===== src/rtl/led_rotation_monitor_pkg.sv =====
// Shared constants for the LED shifter and its receive-side rotation monitor.
package led_pkg;

  localparam int unsigned     LED_WIDTH      = 8;
  localparam logic [7:0]      LED_SEED       = 8'b0001_1111;
  localparam int unsigned     LED_HOLD       = 2;
  localparam int unsigned     LED_LOCK_COUNT = 4;
  localparam int unsigned     LED_ERR_CNT_W  = 16;

  typedef enum logic [1:0] {
    SEARCH  = 2'd0,
    ACQUIRE = 2'd1,
    LOCKED  = 2'd2
  } led_state_e;

endpackage


===== src/rtl/led_rotation_monitor_if.sv =====
// Pattern bus plus monitor status outputs; master drives the pattern, slave is the monitor.
interface led_rotation_monitor_if
  import led_pkg::*;
#(
  parameter int unsigned WIDTH = LED_WIDTH
);

  logic [WIDTH-1:0]         pat_i;
  logic                     step_o;
  logic [$clog2(WIDTH)-1:0] phase_o;
  logic                     lock_o;
  logic                     err_o;
  logic [LED_ERR_CNT_W-1:0] err_cnt_o;

  modport master (
    output pat_i,
    input  step_o, phase_o, lock_o, err_o, err_cnt_o
  );

  modport slave (
    input  pat_i,
    output step_o, phase_o, lock_o, err_o, err_cnt_o
  );

endinterface


===== src/rtl/led_rotation_monitor_rot_phase_decoder.sv =====
// Combinational decode of k such that pat == rotl(SEED, k); lowest k wins, valid=0 if none.
module rot_phase_decoder
  import led_pkg::*;
#(
  parameter int unsigned     WIDTH = LED_WIDTH,
  parameter logic [WIDTH-1:0] SEED = LED_SEED
) (
  input  logic [WIDTH-1:0]         pat,
  output logic [$clog2(WIDTH)-1:0] phase,
  output logic                     valid
);

  localparam int unsigned PW = $clog2(WIDTH);

  logic [WIDTH-1:0] rot;

  always_comb begin
    phase = '0;
    valid = 1'b0;
    rot   = SEED;
    for (int unsigned k = 0; k < WIDTH; k++) begin
      if (!valid && (pat == rot)) begin
        valid = 1'b1;
        phase = PW'(k);
      end
      rot = {rot[WIDTH-2:0], rot[WIDTH-1]};
    end
  end

endmodule


===== src/rtl/led_rotation_monitor.sv =====
// Locks onto the rotate-left LED sequence and reports step, phase, lock and protocol errors.
// Optional saturating error counter enabled by defining LEDMON_ERR_COUNT_EN.
module led_rotation_monitor
  import led_pkg::*;
#(
  parameter int unsigned      WIDTH       = LED_WIDTH,
  parameter logic [WIDTH-1:0] SEED        = LED_SEED,
  parameter int unsigned      HOLD_CYCLES = LED_HOLD,
  parameter int unsigned      LOCK_COUNT  = LED_LOCK_COUNT
) (
  input  logic                  clk,
  input  logic                  rst,
  led_rotation_monitor_if.slave mon
);

  localparam int unsigned PW  = $clog2(WIDTH);
  localparam int unsigned HCW = $clog2(HOLD_CYCLES + 2);
  localparam int unsigned GCW = $clog2(LOCK_COUNT + 1);

  localparam logic [1:0] S_SEARCH  = SEARCH;
  localparam logic [1:0] S_ACQUIRE = ACQUIRE;
  localparam logic [1:0] S_LOCKED  = LOCKED;

  logic [WIDTH-1:0] pat_q,      pat_d;
  logic [HCW-1:0]   hold_cnt_q, hold_cnt_d;
  logic [GCW-1:0]   good_cnt_q, good_cnt_d;
  logic [1:0]       state_q,    state_d;
  logic             step_q,     step_d;
  logic [PW-1:0]    phase_q,    phase_d;
  logic             lock_q,     lock_d;
  logic             err_q,      err_d;

  logic [PW-1:0]    dec_phase_c;
  logic             dec_valid_c;
  logic             chg_c;
  logic             hold_done_c;
  logic             good_c;
  logic             bad_c;

  rot_phase_decoder #(
    .WIDTH (WIDTH),
    .SEED  (SEED)
  ) u_dec (
    .pat   (mon.pat_i),
    .phase (dec_phase_c),
    .valid (dec_valid_c)
  );

  // Step qualification: a change must be a left rotate arriving exactly HOLD_CYCLES after the last one.
  always_comb begin
    chg_c       = (mon.pat_i != pat_q);
    hold_done_c = (hold_cnt_q == HCW'(HOLD_CYCLES));
    good_c      = chg_c && (mon.pat_i == {pat_q[WIDTH-2:0], pat_q[WIDTH-1]}) && hold_done_c;
    bad_c       = (chg_c && !good_c) || (!chg_c && hold_done_c);
  end

  always_comb begin
    pat_d = mon.pat_i;
    if (chg_c) begin
      hold_cnt_d = HCW'(1);
    end else if (hold_cnt_q == HCW'(HOLD_CYCLES + 1)) begin
      hold_cnt_d = hold_cnt_q;
    end else begin
      hold_cnt_d = hold_cnt_q + HCW'(1);
    end
  end

  // Tracking FSM; a bad step always drops to SEARCH even if the new value decodes.
  always_comb begin
    state_d    = state_q;
    good_cnt_d = good_cnt_q;
    step_d     = 1'b0;
    err_d      = 1'b0;
    phase_d    = phase_q;

    case (state_q)
      S_SEARCH: begin
        if (chg_c && dec_valid_c) begin
          state_d    = S_ACQUIRE;
          good_cnt_d = '0;
          phase_d    = dec_phase_c;
        end
      end
      S_ACQUIRE: begin
        if (bad_c) begin
          state_d = S_SEARCH;
        end else if (good_c) begin
          step_d     = 1'b1;
          phase_d    = dec_phase_c;
          good_cnt_d = good_cnt_q + GCW'(1);
          if (good_cnt_d == GCW'(LOCK_COUNT)) begin
            state_d = S_LOCKED;
          end
        end
      end
      S_LOCKED: begin
        if (bad_c) begin
          state_d = S_SEARCH;
          err_d   = 1'b1;
        end else if (good_c) begin
          step_d  = 1'b1;
          phase_d = dec_phase_c;
        end
      end
      default: begin
        state_d = S_SEARCH;
      end
    endcase

    lock_d = (state_d == S_LOCKED);
  end

  always_ff @(posedge clk) begin
    if (rst) begin
      pat_q      <= '0;
      hold_cnt_q <= '0;
      good_cnt_q <= '0;
      state_q    <= S_SEARCH;
      step_q     <= 1'b0;
      phase_q    <= '0;
      lock_q     <= 1'b0;
      err_q      <= 1'b0;
    end else begin
      pat_q      <= pat_d;
      hold_cnt_q <= hold_cnt_d;
      good_cnt_q <= good_cnt_d;
      state_q    <= state_d;
      step_q     <= step_d;
      phase_q    <= phase_d;
      lock_q     <= lock_d;
      err_q      <= err_d;
    end
  end

  assign mon.step_o  = step_q;
  assign mon.phase_o = phase_q;
  assign mon.lock_o  = lock_q;
  assign mon.err_o   = err_q;

`ifdef LEDMON_ERR_COUNT_EN
  logic [LED_ERR_CNT_W-1:0] err_cnt_q, err_cnt_d;

  // Counts alongside the err_o pulse and sticks at all-ones.
  always_comb begin
    err_cnt_d = err_cnt_q;
    if (err_d && (err_cnt_q != {LED_ERR_CNT_W{1'b1}})) begin
      err_cnt_d = err_cnt_q + LED_ERR_CNT_W'(1);
    end
  end

  always_ff @(posedge clk) begin
    if (rst) begin
      err_cnt_q <= '0;
    end else begin
      err_cnt_q <= err_cnt_d;
    end
  end

  assign mon.err_cnt_o = err_cnt_q;
`else
  assign mon.err_cnt_o = '0;
`endif

endmodule


===== src/flat_wrapper.sv =====
// flat-port wrapper written by rule: the top's interface ports become plain ports
module led_rotation_monitor_flat import led_pkg::*;
#(
  parameter int unsigned      WIDTH       = LED_WIDTH,
  parameter logic [WIDTH-1:0] SEED        = LED_SEED,
  parameter int unsigned      HOLD_CYCLES = LED_HOLD,
  parameter int unsigned      LOCK_COUNT  = LED_LOCK_COUNT
)
  (clk, rst, mon_pat_i, mon_step_o, mon_phase_o, mon_lock_o, mon_err_o, mon_err_cnt_o);
  led_rotation_monitor_if #(.WIDTH(WIDTH)) mon_i ();
  input  logic clk;
  input  logic rst;
  input wire logic [$bits(mon_i.pat_i)-1:0] mon_pat_i;
  output wire logic [$bits(mon_i.step_o)-1:0] mon_step_o;
  output wire logic [$bits(mon_i.phase_o)-1:0] mon_phase_o;
  output wire logic [$bits(mon_i.lock_o)-1:0] mon_lock_o;
  output wire logic [$bits(mon_i.err_o)-1:0] mon_err_o;
  output wire logic [$bits(mon_i.err_cnt_o)-1:0] mon_err_cnt_o;
  assign mon_i.pat_i = mon_pat_i;
  assign mon_step_o = mon_i.step_o;
  assign mon_phase_o = mon_i.phase_o;
  assign mon_lock_o = mon_i.lock_o;
  assign mon_err_o = mon_i.err_o;
  assign mon_err_cnt_o = mon_i.err_cnt_o;
  led_rotation_monitor #(.WIDTH(WIDTH), .SEED(SEED), .HOLD_CYCLES(HOLD_CYCLES), .LOCK_COUNT(LOCK_COUNT)) u_core (.clk(clk), .rst(rst), .mon(mon_i));
endmodule

===== config.mk =====
export PLATFORM = sky130hd
export DESIGN_NAME = led_rotation_monitor_flat
export DESIGN_NICKNAME = d
export VERILOG_FILES = /design/src/rtl/led_rotation_monitor_pkg.sv /design/src/rtl/led_rotation_monitor_if.sv /design/src/rtl/led_rotation_monitor_rot_phase_decoder.sv /design/src/rtl/led_rotation_monitor.sv /design/src/flat_wrapper.sv
export SDC_FILE = /design/constraint.sdc
export NUM_CORES = 1
export LEC_CHECK = 0
export CAP_MARGIN = 20
export CORE_MARGIN = 2
export CORE_UTILIZATION = 50
export DETAILED_ROUTE_END_ITERATION = 12
export PLACE_DENSITY_LB_ADDON = 0.05
export SYNTH_ARGS = -nofsm -noshare
export SYNTH_HDL_FRONTEND = slang
export SYNTH_SLANG_ARGS = --single-unit

===== constraint.sdc =====
create_clock -name clk -period 3 [get_ports clk]
set_clock_uncertainty 0.1 [all_clocks]
set_input_delay 0.9 -clock clk [delete_from_list [all_inputs] [get_ports clk]]
set_output_delay 0.9 -clock clk [all_outputs]
set_load 0.005 [all_outputs]

==> out/results.tsv, run 1 <==
stage	metric	value	unit
grt	GRT Total Usage	0.191	
worst_setup_path	endpoint type of the worst setup path	flip-flop	
finish	ratio of cells with drive above 1 in the final layout	0.169	
logic_synthesis	instance count of the mapped netlist	171	
timing	Max Freq	0.349	GHz
power_and_ir_drop	Lkg Pwr	0.691	nW
finish	# diodes	0	
grt	GR Overflow Total	0	
detailed_routing	Post-route DRC	0	
worst_setup_path	critical path peak fanout	5	
logic_synthesis	count of flip-flops with a built-in enable after synthesis	0	
timing	final worst-path cycle share	0.954	
worst_setup_path	slowest CP cell	sky130_fd_sc_hd__or4b_1	
detailed_routing	First-pass DRT Iterations	4	
grt	antenna violations before repair	0	
logic_synthesis	post-synthesis cell type count	48	
placed_design	hpwl dp	2390	µm
logic_synthesis	synthesized area divided by synthesized cell count	8.90	µm²
floorplanning	Die X	59.2	µm
grt	pin count of the biggest net entering global routing	20	
worst_setup_path	WP data required	3100	ps
finish	post-route insts no fill	234	
logic_synthesis	cell type with the largest total area after synthesis	sky130_fd_sc_hd__dfxtp_1	
timing	final hold violation count	0	
logic_synthesis	Synth Warn #	0	
floorplanning	number of rows created at floorplan	20	
cts	Clock H-tree levels	1	
placed_design	placed instance area	0.00175	mm²
worst_setup_path	type of origin of the critical path	input port	
floorplanning	Floorplan Core Area	0.00298	mm²
cts	TritonCTS sink count	21	
placed_design	placer's final routability congestion estimate	0.860	
detailed_routing	ratio of routed vias to standard cells	5.35	
timing	count of final setup violators	0	
logic_synthesis	cell area after synthesis	0.00152	mm²
cts	post-CTS setup repair buffer count	0	
timing	minimum clock period	2860	ps
floorplanning	die area	0.00350	mm²
cts	clk buf depth	2	
worst_setup_path	CP arrival	2970	ps
detailed_routing	total wirelength of the detailed-routed design	2950	µm
worst_setup_path	type of the worst setup path	input port to flip-flop	
worst_setup_path	slowest stage delay, CP	550	ps
finish	highest-count cells in the layout ignoring fill and taps	sky130_fd_sc_hd__buf_4, sky130_fd_sc_hd__dfxtp_1, sky130_fd_sc_hd__conb_1	
worst_setup_path	worst path buffer plus inverter count	1	
grt	first-pass GRT wire length	5200	µm
finish	number of nets in the layout	220	
detailed_routing	count of nets left with antenna violations after detail routing	0	
finish	most common cell after layout, fill and taps aside	sky130_fd_sc_hd__buf_4	
power_and_ir_drop	power density over the cells	310	mW/mm²
cts	number of buffers created by CTS	3	
worst_setup_path	category of cells accounting for the largest share of critical-path delay	simple AND/OR/NAND/NOR gates	
finish	fraction of the core area covered by cells at the end of the flow	0.598	
cts	TritonCTS clock tree	yes	
logic_synthesis	leading cell types by total area after synthesis	sky130_fd_sc_hd__dfxtp_1, sky130_fd_sc_hd__buf_4, sky130_fd_sc_hd__ha_1	
placed_design	count of input and output buffers	15	
detailed_routing	number of DRC violations after detailed-routing iteration 0	40	
grt	via count of the first global-routing pass	1246	
power_and_ir_drop	largest vdd supply drop	0.152	mV
logic_synthesis	register area share after synthesis	0.276	
min_path	worst hold-check path type	flip-flop to flip-flop	
run	# Max-Cap Violations	0	
logic_synthesis	number of synthesized register bits	21	
power_and_ir_drop	total power consumption of the routed design	552	µW
run_status	status	finished clean	
detailed_routing	vias	1252	
floorplanning	I/O pin count	32	
cts	hold-fix buffers at CTS	0	
worst_setup_path	ordered list of cells on the worst path	clkdlybuf4s50_1 -> nand4bb_1 -> or4b_1 -> o221a_4 -> a311oi_4 -> o311a_1 -> nor3_1	
finish	Layout Area Growth over Synthesis	17.1	%
timing	RSZ-0062 raised after global routing	no	
floorplanning	starting utilization of the core area	0.511	
timing	final max-slew violation count	0	
cts	clock-pin transition on the worst setup and hold timing paths	110	ps
finish	Layout Cell Area excl Fill	0.00178	mm²
detailed_routing	average wire per standard cell	12.6	µm
cts	clock latency reported for the late side of the worst-skew pair	310	ps
logic_synthesis	fraction of post-synthesis cell area in the top cell type by area	0.276	
cts	Resize count post-CTS	0	
floorplanning	height of the die	59.2	µm
logic_synthesis	Async SR Flop Fraction	0	
logic_synthesis	Post-synth top flop	sky130_fd_sc_hd__dfxtp_1	
placed_design	total placed cells including tap cells	230	
cts	CTS root buf	sky130_fd_sc_hd__clkbuf_4	
synth_stat cells, types with 2 or more instances:
master / n
sky130_fd_sc_hd__a21oi_1: 8
sky130_fd_sc_hd__nand3_1: 4
sky130_fd_sc_hd__nor2b_1: 9
sky130_fd_sc_hd__clkbuf_1: 3
sky130_fd_sc_hd__dfxtp_1: 21
sky130_fd_sc_hd__nand2b_1: 5
sky130_fd_sc_hd__buf_6: 4
sky130_fd_sc_hd__xor2_1: 8
sky130_fd_sc_hd__nand3b_1: 4
sky130_fd_sc_hd__nor3_1: 5
sky130_fd_sc_hd__nand4_1: 2
sky130_fd_sc_hd__or4b_1: 2
sky130_fd_sc_hd__o21ai_0: 5
sky130_fd_sc_hd__nor3b_1: 2
sky130_fd_sc_hd__ha_1: 8
sky130_fd_sc_hd__a41oi_1: 2
sky130_fd_sc_hd__nand2_1: 4
sky130_fd_sc_hd__nor2_1: 11
sky130_fd_sc_hd__mux2i_1: 2
sky130_fd_sc_hd__buf_2: 3
sky130_fd_sc_hd__buf_4: 17
sky130_fd_sc_hd__xnor2_1: 10
sky130_fd_sc_hd__nand4b_1: 2
sky130_fd_sc_hd__nand4bb_1: 2
sky130_fd_sc_hd__inv_1: 5
worst paths after layout:
kind,cells after the start,startpoint,slack (ps),to
setup reg to reg,7,u_core.state_q[0],1010,u_core.mon.phase_o[2]
hold / removal,2,u_core.good_cnt_q[2],380,u_core.good_cnt_q[2]
hold reg to reg,2,u_core.good_cnt_q[2],380,u_core.good_cnt_q[2]
setup / recovery,7,mon_pat_i[7],140,u_core.mon.phase_o[2]
sequential cells by signal, summed over array words and instances (netlist names):
name                count
u_core.mon.phase_o      3
u_core.pat_q            8
u_core.good_cnt_q       3
u_core.state_q          2
u_core.mon.step_o       1
u_core.mon.err_o        1
u_core.hold_cnt_q       2
u_core.mon.lock_o       1
metrics by stage:
stage	hold WS, ps	TNS (ps)	setup slack (ps)
finish	381	0	137
global route	410	0	5.51
CTS	390	0	128
detailed placement	372	-1250	-217
global placement	354	-871	-168
floorplan	346	0	319
metal layers:
metal  vias to the layer above  global-route usage  part of all wire
met1                       591               0.226              0.43
met5                         -                   0                 0
met2                        32               0.346              0.52
met4                         0              0.0812             0.012
li1                        625                   -                 -
met3                         4              0.0218             0.036
area by class of cell:
cell class | count | area (µm²)
inverters | 5 | 18.8
repair buffers | 39 | 330
well taps | 33 | 41.3
fillers | 276 | 1200
clock buffers | 4 | 26.3
multi-input cells | 132 | 945
flip-flops and latches | 21 | 420
where the power goes:
| group | internal [mW] | switching (mW) |
|---|---|---|
| clock network | 0.0520 | 0.0860 |
| logic | 0.0627 | 0.0570 |
| registers | 0.287 | 0.00683 |
worst register-to-register path, cell delays in order, from the launching register on:
cell and delay (ps):
sky130_fd_sc_hd__dfxtp_1 350, sky130_fd_sc_hd__inv_1 130, sky130_fd_sc_hd__ha_1 410, sky130_fd_sc_hd__nor2b_1 190
sky130_fd_sc_hd__a41oi_1 80, sky130_fd_sc_hd__a311oi_4 350, sky130_fd_sc_hd__o311a_1 240, sky130_fd_sc_hd__nor3_1 40
logic make-up (layout without fill, tap and decap cells):
logic type	count (synthesis)	in the layout	share of synthesized area
other cells	1	16	0.00246
simple gates	59	59	0.240
compound gates	29	29	0.153
flops	21	21	0.276
mux	2	2	0.0132
buf+inv	33	48	0.146
xor+xnor	18	18	0.104
fa+ha+maj	8	8	0.0658
Power figures use the tool's default switching activity.
==> run 2, diff against run 1 <==
- SYNTH_HIERARCHICAL: unset -> 1
==> run 2 against run 1 <==
Effect of this change: final area rose by 2.9%; combinational power down 6%; largest cell class unchanged; non-clock buffer count shrank 5; worst hold slack worse by 3.4 ps; largest power group unchanged; highest routed layer unchanged.
==> out/results.tsv, run 2 <==
stage	metric	value	unit
run_status	status	finished clean	
cts	clock-pin transition on the worst setup and hold timing paths	130	ps
logic_synthesis	Synth Warn #	6	
timing	final hold violation count	0	
logic_synthesis	most numerous cell types in the synthesized netlist	sky130_fd_sc_hd__dfxtp_1, sky130_fd_sc_hd__buf_4, sky130_fd_sc_hd__xor2_1	
timing	setup slack of the critical path after layout	147	ps
power_and_ir_drop	largest vdd supply drop	0.157	mV
placed_design	count of input and output buffers	15	
detailed_routing	vias	1362	
detailed_routing	First-pass DRT Iterations	4	
detailed_routing	total wirelength of the detailed-routed design	3400	µm
finish	register name with the most flops	u_core/pat_q	
power_and_ir_drop	sequential power share	0.537	
timing	final worst-path cycle share	0.951	
power_and_ir_drop	Int Power	388	µW
cts	post-CTS setup repair buffer count	0	
cts	number of buffers created by CTS	3	
run	# Max-Cap Violations	0	
logic_synthesis	number of synthesized register bits	21	
placed_design	hpwl dp	2820	µm
detailed_routing	number of DRC violations after detailed-routing iteration 0	37	
detailed_routing	count of nets left with antenna violations after detail routing	0	
power_and_ir_drop	total power consumption of the routed design	544	µW
min_path	worst hold-check path type	flip-flop to flip-flop	
finish	# diodes	0	
logic_synthesis	register area share after synthesis	0.271	
grt	antenna violations before repair	0	
finish	highest-count cells in the layout ignoring fill and taps	sky130_fd_sc_hd__dfxtp_1, sky130_fd_sc_hd__buf_4, sky130_fd_sc_hd__conb_1	
logic_synthesis	leading cell types by total area after synthesis	sky130_fd_sc_hd__dfxtp_1, sky130_fd_sc_hd__buf_4, sky130_fd_sc_hd__xor2_1	
finish	number of nets in the layout	231	
floorplanning	die area	0.00356	mm²
timing	final max-slew violation count	0	
timing	Max Freq	0.351	GHz
worst_setup_path	CP arrival	2980	ps
worst_setup_path	endpoint type of the worst setup path	flip-flop	
logic_synthesis	synthesized area divided by synthesized cell count	8.70	µm²
logic_synthesis	fraction of post-synthesis cell area in the top cell type by area	0.271	
power_and_ir_drop	clock group share of total power	0.256	
power_and_ir_drop	part of the total power dissipated in combinational logic	0.207	
logic_synthesis	post-synthesis cell type count	48	
power_and_ir_drop	Lkg Pwr	0.772	nW
worst_setup_path	type of the worst setup path	input port to flip-flop	
cts	CTS root buf	sky130_fd_sc_hd__clkbuf_4	
floorplanning	Die X	59.7	µm
detailed_routing	ratio of routed vias to standard cells	5.56	
finish	number of filler instances in the final layout	278	
grt	pin count of the biggest net entering global routing	20	
timing	RSZ-0062 raised after global routing	no	
timing	count of final setup violators	0	
finish	Layout Area Growth over Synthesis	18.4	%
placed_design	placer's final routability congestion estimate	0.894	
finish	Largest register FFs	8	
logic_synthesis	count of flip-flops with a built-in enable after synthesis	0	
logic_synthesis	cell type with the largest total area after synthesis	sky130_fd_sc_hd__dfxtp_1	
cts	TritonCTS clock tree	yes	
logic_synthesis	Post-synth top flop	sky130_fd_sc_hd__dfxtp_1	
floorplanning	number of rows created at floorplan	20	
logic_synthesis	instance count of the mapped netlist	178	
logic_synthesis	count leader, synth	sky130_fd_sc_hd__dfxtp_1	
cts	Clock H-tree levels	1	
grt	via count of the first global-routing pass	1334	
power_and_ir_drop	net load switching power	156	µW
cts	clock latency reported for the late side of the worst-skew pair	310	ps
finish	most common cell after layout, fill and taps aside	sky130_fd_sc_hd__dfxtp_1	
grt	GRT Total Usage	0.216	
grt	GR Overflow Total	0	
worst_setup_path	critical path peak fanout	7	
grt	first-pass GRT wire length	5910	µm
detailed_routing	average wire per standard cell	13.9	µm
worst_setup_path	WP data required	3130	ps
logic_synthesis	Async SR Flop Fraction	0	
worst_setup_path	type of origin of the critical path	input port	
floorplanning	height of the die	59.7	µm
floorplanning	starting utilization of the core area	0.516	
detailed_routing	Post-route DRC	0	
cts	clk buf depth	2	
floorplanning	I/O pin count	32	
finish	ratio of cells with drive above 1 in the final layout	0.151	
timing	minimum clock period	2850	ps
logic_synthesis	cell area after synthesis	0.00155	mm²
power_and_ir_drop	power density over the cells	297	mW/mm²
timing	total negative slack	0	ps
floorplanning	Floorplan Core Area	0.00300	mm²
placed_design	worst slack after detailed placement	-189	ps
cts	TritonCTS sink count	21	
power_and_ir_drop	fraction of power spent switching nets	0.287	
run 2: power by group through the flow:
stage          registers, mW  clock network [mW]  logic [mW]
6_report               0.292               0.139       0.113
3_5_place_dp           0.299                   0       0.111
4_1_cts                0.293               0.147       0.112
2_1_floorplan          0.297                   0      0.0761
3_3_place_gp           0.298                   0       0.108
5_1_grt                0.294               0.161       0.125
run 2: through the flow:
| stage | cells | util | hold slack, ps | cell area (µm²) |
|---|---|---|---|---|
| CTS | 245 | 0.610 | 380 | 1830 |
| floorplan | 193 | - | 359 | 1610 |
| detailed placement | 241 | 0.600 | 361 | 1800 |
| finish | 245 | 0.611 | 378 | 1830 |
| global placement | 241 | 0.600 | 359 | 1800 |
| global route | 245 | 0.611 | 394 | 1830 |
run 2: area by class of cell:
| class | instances | area (µm²) | share of cell area |
|---|---|---|---|
| Multi-Input combinational cell | 148 | 1030 | 0.562 |
| Sequential cell | 21 | 420 | 0.229 |
| Timing Repair Buffer | 34 | 293 | 0.160 |
| Tap cell | 33 | 41.3 | 0.0225 |
| Clock buffer | 3 | 22.5 | 0.0123 |
| Inverter | 5 | 18.8 | 0.0102 |
| Clock inverter | 1 | 7.51 | 0.00409 |
run 2: repair_timing:
item	CTS	global route
resized for setup	0	1
setup endpoints to repair	0	2
hold buffers	0	0
run 2: worst paths after layout:
path,start,endpoint,slack [ps],cells after the start
setup / recovery,mon_pat_i[0],u_core/good_cnt_q[0],150,9
hold / removal,u_core/mon.phase_o[1],u_core/mon.phase_o[1],380,2
setup reg to reg,u_core/state_q[1],u_core/state_q[1],1040,7
hold reg to reg,u_core/mon.phase_o[1],u_core/mon.phase_o[1],380,2
run 2: cell families (layout without fill, tap and decap cells):
group                    count (synthesis)  after routing  share of synthesized area
AND/OR/NAND/NOR                         67             67                      0.254
other                                    1             16                    0.00242
XOR/XNOR                                21             21                      0.119
adder cells (fa/ha/maj)                  8              8                     0.0646
multiplexers                             1              1                    0.00646
flip-flops                              21             21                      0.271
buffers and inverters                   24             43                      0.102
AO/OA/AOI/OAI                           35             35                      0.180
run 2: critical path: stages:
cell	delay, ps
sky130_fd_sc_hd__clkdlybuf4s50_1	530
sky130_fd_sc_hd__and3_2	250
sky130_fd_sc_hd__nand4_1	110
sky130_fd_sc_hd__o21ai_0	80
sky130_fd_sc_hd__nand4b_1	230
sky130_fd_sc_hd__nor2b_1	430
sky130_fd_sc_hd__nand2b_1	180
sky130_fd_sc_hd__nor4_1	60
sky130_fd_sc_hd__o21ba_2	210
run 2: layer usage:
layer  part of all wire  vias to the layer above  global-route usage  wire length (µm)
li1                   -                      677                   -                 -
met1               0.43                      650               0.255              1470
met2               0.53                       30               0.405              1800
met3              0.027                        5              0.0260                93
met4              0.010                        0              0.0603                35
met5                  0                        -                   0                 0
